[config.mk]
export PLATFORM = sky130hd
export DESIGN_NAME = mem_bus_arbiter
export DESIGN_NICKNAME = d
export VERILOG_FILES = /design/src/rtl/mem_bus_arbiter_pkg.sv /design/src/rtl/mem_bus_arbiter_rr_arbiter.sv /design/src/rtl/mem_bus_arbiter.sv
export SDC_FILE = /design/constraint.sdc
export NUM_CORES = 1
export LEC_CHECK = 0
export CAP_MARGIN = 15
export CORE_ASPECT_RATIO = 1.25
export CORE_MARGIN = 2
export CORE_UTILIZATION = 42
export DETAILED_ROUTE_END_ITERATION = 16
export GPL_TIMING_DRIVEN = 0
export PLACE_DENSITY = 0.78
export SETUP_SLACK_MARGIN = 0.1
export SLEW_MARGIN = 20
export SYNTH_ARGS = -nofsm -noshare
export SYNTH_HDL_FRONTEND = slang
export SYNTH_HIERARCHICAL = 1
export SYNTH_SLANG_ARGS = --single-unit
[constraint.sdc]
create_clock -name clk -period 2.8 [get_ports clk]
set_input_delay 0.56 -clock clk [delete_from_list [all_inputs] [get_ports clk]]
set_output_delay 0.56 -clock clk [all_outputs]
set_load 0.01 [all_outputs]
[src/rtl/mem_bus_arbiter_pkg.sv]
// Shared types for the external memory bus arbiter: the FSM state encoding
// and the width of the multiplexed address/data bus.
package mem_bus_pkg;

  localparam int BUS_W = 8;

  typedef enum logic [1:0] {
    IDLE,
    ADDR,
    DATA
  } state_t;

endpackage

[src/rtl/mem_bus_arbiter_rr_arbiter.sv]
// Picks one requester per arbitration slot, either by rotating priority from a
// pointer or by fixed lowest-index-wins priority, and reports the pointer to use next.
module rr_arbiter #(
  parameter int NREQ        = 2,
  parameter int ROUND_ROBIN = 1
) (
  input  logic [NREQ-1:0]         i_req,
  input  logic [$clog2(NREQ)-1:0] i_ptr,
  input  logic                    i_en,
  output logic [NREQ-1:0]         o_grant,
  output logic [$clog2(NREQ)-1:0] o_nextPtr
);

  localparam int PW = $clog2(NREQ);

  logic          w_found;
  logic [PW-1:0] w_idx;
  int            w_base;

  // Scan upward from the base index with wrap; fixed priority always scans from 0.
  always_comb begin
    o_grant   = '0;
    o_nextPtr = i_ptr;
    w_found   = 1'b0;
    w_idx     = '0;
    w_base    = (ROUND_ROBIN != 0) ? int'(i_ptr) : 0;
    for (int off = 0; off < NREQ; off++) begin
      w_idx = PW'((w_base + off) % NREQ);
      if (i_en && !w_found && i_req[w_idx]) begin
        o_grant[w_idx] = 1'b1;
        w_found        = 1'b1;
        o_nextPtr      = PW'((w_base + off + 1) % NREQ);
      end
    end
  end

endmodule

[src/rtl/mem_bus_arbiter.sv]
// Shares the single 8-bit multiplexed external memory port between NREQ
// requesters using a fixed ADDR/DATA two-cycle exchange per transaction.
module mem_bus_arbiter
  import mem_bus_pkg::*;
#(
  parameter int NREQ        = 2,
  parameter int ROUND_ROBIN = 1
) (
  input  logic                  clk,
  input  logic                  rst_n,
  input  logic [NREQ-1:0]       req,
  input  logic [NREQ-1:0]       we,
  input  logic [BUS_W*NREQ-1:0] addr,
  input  logic [BUS_W*NREQ-1:0] wdata,
  output logic [NREQ-1:0]       gnt,
  output logic [NREQ-1:0]       done,
  output logic [BUS_W-1:0]      rdata,
  output logic [BUS_W-1:0]      mem_out,
  input  logic [BUS_W-1:0]      mem_in,
  output logic                  mem_read,
  output logic                  mem_write,
  output logic                  busy
);

  localparam int PW = $clog2(NREQ);

  state_t           r_state;
  state_t           w_stateNext;
  logic [PW-1:0]    r_ptr;
  logic [PW-1:0]    r_winIdx;
  logic             r_we;
  logic [BUS_W-1:0] r_addr;
  logic [BUS_W-1:0] r_wdata;
  logic [BUS_W-1:0] r_rdata;
  logic [NREQ-1:0]  r_done;

  logic [NREQ-1:0]  w_grant;
  logic [PW-1:0]    w_nextPtr;
  logic [PW-1:0]    w_winIdx;
  logic             w_winWe;
  logic [BUS_W-1:0] w_winAddr;
  logic [BUS_W-1:0] w_winWdata;
  logic             w_arbEn;
  logic             w_anyGrant;

  // The last DATA cycle arbitrates too, so a waiting request goes straight to ADDR.
  assign w_arbEn    = (r_state == IDLE) || (r_state == DATA);
  assign w_anyGrant = |w_grant;

  rr_arbiter #(
    .NREQ        (NREQ),
    .ROUND_ROBIN (ROUND_ROBIN)
  ) u_arb (
    .i_req     (req),
    .i_ptr     (r_ptr),
    .i_en      (w_arbEn),
    .o_grant   (w_grant),
    .o_nextPtr (w_nextPtr)
  );

  always_comb begin
    w_winIdx   = '0;
    w_winWe    = 1'b0;
    w_winAddr  = '0;
    w_winWdata = '0;
    for (int i = 0; i < NREQ; i++) begin
      if (w_grant[i]) begin
        w_winIdx   = PW'(i);
        w_winWe    = we[i];
        w_winAddr  = addr[BUS_W*i +: BUS_W];
        w_winWdata = wdata[BUS_W*i +: BUS_W];
      end
    end
  end

  always_ff @(posedge clk or negedge rst_n) begin
    if (!rst_n) begin
      r_state <= IDLE;
    end else begin
      r_state <= w_stateNext;
    end
  end

  always_comb begin
    w_stateNext = r_state;
    gnt         = '0;
    mem_out     = '0;
    mem_read    = 1'b0;
    mem_write   = 1'b0;
    busy        = 1'b0;
    case (r_state)
      IDLE: begin
        if (w_anyGrant) w_stateNext = ADDR;
      end
      ADDR: begin
        w_stateNext = DATA;
        gnt         = NREQ'(1'b1) << r_winIdx;
        mem_out     = r_addr;
        mem_read    = ~r_we;
        mem_write   = r_we;
        busy        = 1'b1;
      end
      DATA: begin
        w_stateNext = w_anyGrant ? ADDR : IDLE;
        mem_out     = r_we ? r_wdata : '0;
        busy        = 1'b1;
      end
      default: w_stateNext = IDLE;
    endcase
  end

  // Reset drops r_done, so a transaction cut short never reports completion.
  always_ff @(posedge clk or negedge rst_n) begin
    if (!rst_n) begin
      r_ptr    <= '0;
      r_winIdx <= '0;
      r_we     <= 1'b0;
      r_addr   <= '0;
      r_wdata  <= '0;
      r_rdata  <= '0;
      r_done   <= '0;
    end else begin
      r_ptr  <= w_nextPtr;
      r_done <= (r_state == DATA) ? (NREQ'(1'b1) << r_winIdx) : '0;
      if (w_anyGrant) begin
        r_winIdx <= w_winIdx;
        r_we     <= w_winWe;
        r_addr   <= w_winAddr;
        r_wdata  <= w_winWdata;
      end
      if ((r_state == DATA) && !r_we) begin
        r_rdata <= mem_in;
      end
    end
  end

  assign done  = r_done;
  assign rdata = r_rdata;

endmodule

; Yosys cells after proc, flatten, opt, wreduce, memory -nomap -nowiden
; Cells that the tools add are included.
[word_totals]
elab_cells = 63
register_bits = 31
output_inout_bits = 23
[op_classes]
add_sub_neg = 2
bitwise_logic = 2
eq_ne = 3
n_mux = 30
reduce_logical = 13
shift = 1
order_cmp = 4
[op_table]
columns = operator, n
row1 = 2-to-1 mux 8 bit, 5
row2 = 2-to-1 mux 1 bit, 16
row3 = case mux 8 bit (2 select lines), 1
row4 = 2-to-1 mux 2 bit, 5
row5 = logical AND 1 bit, 6
row6 = case mux 2 bit (3 select lines), 1
row7 = less-than comparator 1 x 2 -> 1 bit (second input constant), 2
row8 = OR reduction 2 bit, 2
row9 = adder 1 bit (second input constant), 2
row10 = demux 1 bit (select 1 bit), 2
row11 = equality test 2 x 1 -> 1 bit (second input constant), 1
row12 = equality test 2 bit (second input constant), 1
row13 = greater-or-equal comparator 1 bit (second input constant), 2
row14 = zero test 1 bit, 2
row15 = zero test 2 bit, 1
row16 = inequality test 2 bit (second input constant), 1
row17 = bitwise OR 2 bit, 1
row18 = nonzero test 2 bit, 1
row19 = << shifter 1 x 1 -> 2 bit (first input constant), 1
row20 = logical OR 1 bit, 1
row21 = inverter 1 bit, 1

; Longest topological paths before layout
[logic_depth]
ltp_word = 11
ltp_mapped = 10
mapped_depth_nobuf = 7

; Hierarchy
; Netlist, hierarchy kept.
[by_module_without_submodules]
columns = mod, n_inst, seq_area_each_um2, area_per_inst_um2, cells_each
row1 = mem_bus_arbiter, 1, 775.7, 1577.8, 138
row2 = rr_arbiter, 1, 0.0, 36.3, 7

; Least setup slack after synthesis
; Ideal clock, no wire load.
[synth_timing]
path_type = flip-flop to flip-flop
startpoint = register r_state[0]
endpoint = register r_state[1]
stages_incl_launch_ff = 9
t_arrival_ps = 1882
synth_period_minus_slack_ps = 2007
setup_ps = 125
required_time_ps = 2675
setup_slack_ps = 793
path_cell_list = dfrtp_1 > inv_1 > ha_1 > buf_2 > or2_2 > nand2_1 > a21oi_1 > nor3b_1 > mux2_2
[synth_via]
elab_chain_cells = 10
word_cells_on_any_way = 15
cone_classes = eq/ne: 3 / mux: 4 / bitwise: 1 / reduce/logical: 7
[synth_rtl]
columns = item, line_no
row1 = start: declaration, mem_bus_arbiter.sv:27  ; state_t r_state;
row2 = start signal: assignment, mem_bus_arbiter.sv:80  ; r_state <= w_stateNext;
row3 = equality test 2 bit or zero test 2 bit (tied branches), mem_bus_arbiter.sv:47  ; assign w_arbEn = (r_state == IDLE) || (r_state == DATA);
row4 = logical OR 1 bit *, mem_bus_arbiter.sv:47
row5 = net w_arbEn, mem_bus_arbiter.sv:43  ; logic w_arbEn;
row6 = logical AND 1 bit, mem_bus_arbiter_rr_arbiter.sv:29  ; if (i_en && !w_found && i_req[w_idx]) begin
row7 = 2-to-1 mux 1 bit, mem_bus_arbiter_rr_arbiter.sv:29
row8 = zero test 1 bit, mem_bus_arbiter_rr_arbiter.sv:29
row9 = logical AND 1 bit (2 in a row), mem_bus_arbiter_rr_arbiter.sv:29
row10 = 2-to-1 mux 2 bit *, mem_bus_arbiter_rr_arbiter.sv:29
row11 = net w_grant[0], mem_bus_arbiter.sv:37  ; logic [NREQ-1:0] w_grant;
row12 = OR reduction 2 bit *, mem_bus_arbiter.sv:48  ; assign w_anyGrant = |w_grant;
row13 = inequality test 2 bit (no source line) *, n/a
; Mark *: on every way through the listed nets, which the timed path passes. The rest lies on a longest branch.
; A chain may end at the register's enable or synchronous reset.

; Worst setup path in the final report
[layout_timing]
startpoint = register r_state[0]
endpoint = output mem_out[1]
[layout_via]
elab_chain_cells = 2
word_cells_on_any_way = 3
cone_classes = eq/ne: 2 / mux: 1
[layout_rtl]
columns = item, line_no
row1 = equality test 2 bit or equality test 2 x 1 -> 1 bit (tied branches), mem_bus_arbiter.sv:91  ; case (r_state)
row2 = case mux 8 bit (2 select lines) *, mem_bus_arbiter.sv:91
row3 = end: declaration, mem_bus_arbiter.sv:18  ; output logic [BUS_W-1:0] mem_out,
; Every way passes the cells marked *; elsewhere a longest branch is shown, timed or not.

==> results.txt <==
The critical path goes through inv_1, ha_2, buf_4, a32oi_1, nor2b_1, clkdlybuf4s50_1. The floorplan step defined a die boundary enclosing 4358 um2. The average cell area after synthesis came out at 11.13 um2. The cell area that synthesis handed to floorplanning was 1614 um2. The floorplan step set the die width to 59.45 um. The logs give 3.093 mm for the half-perimeter wire length after placement and 0 for the hold buffer count at CTS.

The worst path in the final design needs a cycle of 2.590 ns, including I/O delays and setup. The final worst clock skew is 0.005678 ns. Level count of the clock H-tree: 2.

The slowest cell on the critical path is clkdlybuf4s50_1. The logs give 1371 for the number of vias after detailed routing and 0.28 ns for the worst-skew pair later-pin latency. TritonCTS built the clock tree. The cell chosen for the clock root was clkbuf_8. Based on the critical path, the design can be clocked at up to 386.1 MHz. For the remaining design rule violation count, the log shows 0.

The count of input and output buffers is 68, and the share of post-route cells with drive strength above 1 is 13.64%. The per-cell via count in the routed design was 5.273; the total CTS buffers was 5. The tools report the total track usage as 20.28%. The maximum number of buffers from clock root to sink is 2. Setup repair after global routing left no endpoint under its margin. The run gives 0 ns as the setup TNS. STA classifies the critical path endpoint as a primary output. The library cell used most frequently in the layout, excluding fill and tap cells, is clkdlybuf4s50_1. STA classifies the critical path startpoint as a flop. The startpoint identified for the worst register-to-register timing path is r_state[0]. In this run, distinct cell masters in the synthesized netlist total 24. After synthesis the netlist holds a flip-flop and latch count of 31. The leakage power summed over all cells came out at 1.012 nW. Kind of path behind the tightest hold check: input port to async pin.

The worst pin sits at a relative slew slack of 54.98%. The first global-routing pass estimated 6.541 mm of wire. Summing the sequential cell areas from Yosys gives 48.06% of the chip area. The path type of the worst setup path was flop to primary output. The final layout contains 271 nets. For flop-to-flop paths, the worst setup slack is 0.62 ns. The tree built by TritonCTS fans out to 31 sinks. The completed layout was analyzed and its total power is 2.388 mW. The initial antenna violation count was 0. For the pin count of the biggest net entering global routing, the log shows 32. At the worst endpoint, the required time is 2.24 ns.

The number of antenna diodes in the final layout is 0. The detail route stage leaves a number of antenna-violating nets equal to 0. The logs give 3722 um2 for the area of the core and 69 for the number of placed I/O pins. The power density over cell area is 980.3 nW/um2, and the transition time at the pin with the least slew margin is 0.6752 ns.

Routability-driven placement finished with a final weighted congestion of 0.7883. The synthesis warning total is 6. The layout-stage area growth over the synthesis result came out at 50.93%. The floorplan has 25 rows. Final number of max-transition violations: 0. The detailed router finished its first iteration with 22 violations. The flow ran to the end, and the final reports show no timing, DRC or antenna violations.

The final critical path takes up 92.49% of the cycle. Across the VDD grid, the largest voltage drop is 0.4255 mV. The tools report the end of the worst register-to-register path as r_we.

The run gives 4.176 mm as the sum of routed wire length over all layers. The initial utilization of the core area, before any placement, comes to 43.36%. The final count of hold timing violations came out at 0. Measured in cells, the most critical reg-to-reg path has a length of 9. Dividing the detail-routed wire length by the instance count gives 16.06 um.

The run gives 3 as the first-pass iteration count of the detailed router. Once the clock tree was built, the setup fixing pass inserted 0 buffers. The largest fanout of any net on the critical path is 10, and the number of global-route vias before repair is 1437. The top cell types in the final layout, fill and taps aside, are 67 x clkdlybuf4s50_1, 31 x dfrtp_1, 20 x nand2_1, 17 x mux2i_1, 17 x o21ai_0. Global routing finished with a remaining overflow of 0.

For the final count of negative-setup-slack endpoints, the log shows 0. Max-cap violations in this run came to 0. Data arrival time of the worst path: 2.03 ns. The delay of the slowest cell on the worst path was 0.56 ns; the vertical extent of the die was 73.31 um. Clock-pin transition on the worst setup and hold timing paths: 0.06 ns. The number of nets handed over by synthesis was 196. The tools report the synthesized instance count as 145.
[cells by family (layout without fill, tap and decap cells)]
| family | after synthesis | after routing | share of synthesized area, % |
|---|---|---|---|
| AND/OR/NAND/NOR | 38 | 38 | 12.17 |
| AO/OA/AOI/OAI | 31 | 31 | 12.17 |
| flip-flops | 31 | 31 | 48.06 |
| multiplexers | 26 | 26 | 18.68 |
| buffers and inverters | 14 | 89 | 5.038 |
| adder cells (fa/ha/maj) | 5 | 5 | 3.876 |
[synthesized netlist by cell type]
cell type,number,share of area (%)
dfrtp_1,31,48
o22ai_1,1,0.39
buf_2,5,1.6
nor2b_4,1,0.85
ha_1,5,3.9
and2_1,3,1.2
nor3b_1,1,0.47
nor2b_1,11,4.3
a21oi_1,2,0.62
and3_1,1,0.39
mux2_4,8,7.4
inv_1,4,0.93
a21oi_2,1,0.54
a21o_1,1,0.47
mux2_2,1,0.70
buf_6,3,2.1
a32oi_1,8,4.3
clkbuf_1,1,0.23
o21ai_0,17,5.3
buf_1,1,0.23
mux2i_1,17,11
nand2_1,20,4.7
o32ai_1,1,0.54
or2_2,1,0.39
[what timing repair did]
item                                    CTS  global route
endpoints found under the setup margin    7             6
pin swaps                                 0             0
endpoints found under the hold margin     0             0
gates resized for setup                   1             5
[worst max-delay path: cells and delay by family (launching register included)]
family	cells	cell delay [ns]
simple gates	1	0.16
fa+ha+maj	1	0.21
buf+inv	3	0.85
compound gates	1	0.11
flops	1	0.43
[per-stage QoR]
stage	setup slack, ns	instances	area, um2	hold slack (ns)	utilization [%]
3_5_place_dp	0.3101	253	2340	0.4954	62.86
2_1_floorplan	0.7934	145	1614	0.2644	-
5_1_grt	0.1155	260	2436	0.3825	65.45
3_3_place_gp	0.3743	253	2345	0.4917	62.99
4_1_cts	0.1050	260	2429	0.3328	65.24
6_report	0.2102	260	2436	0.3164	65.45
[how the worst max path moves through the flow]
stage	start	end	slack, ns	cells past startpoint
2_1_floorplan	r_state[0]	r_state[1]	0.79	8
3_3_place_gp	r_state[1]	mem_out[1]	0.37	6
3_5_place_dp	r_state[1]	mem_out[1]	0.31	6
4_1_cts	r_state[0]	mem_out[1]	0.11	6
5_1_grt	r_state[0]	mem_out[1]	0.12	6
6_report	r_state[0]	mem_out[1]	0.21	6
[sequential cells by signal, indices dropped and copies added, names as in the netlist]
signal / cells
r_state: 2
r_winIdx: 1
rdata: 8
r_wdata: 8
r_addr: 8
r_ptr: 1
r_we: 1
done: 2
[report_power, final]
part	total (mW)	internal [mW]	switching, mW
clock	0.348	0.192	0.155
combinational	1.23	0.683	0.549
sequential	0.809	0.670	0.139
[layer usage]
layer / up-vias / global-route usage, % / part of all wire (%)
met5: - / 0 / 0
met4: 0 / 8.081 / 1.1
met3: 5 / 4.754 / 7.4
met2: 56 / 35.04 / 50
met1: 656 / 23.79 / 41
li1: 654 / - / -
[final cells by class]
cell class	count	area (um2)
clock buffers	6	82.58
clock inverters	1	5.005
multi-input cells	100	759.5
plain buffers	10	72.57
inverters	4	15.01
fillers	304	1286
well taps	40	50.05
flip-flops and latches	31	775.7
repair buffers	68	675.6
Power figures use the tool's default switching activity.
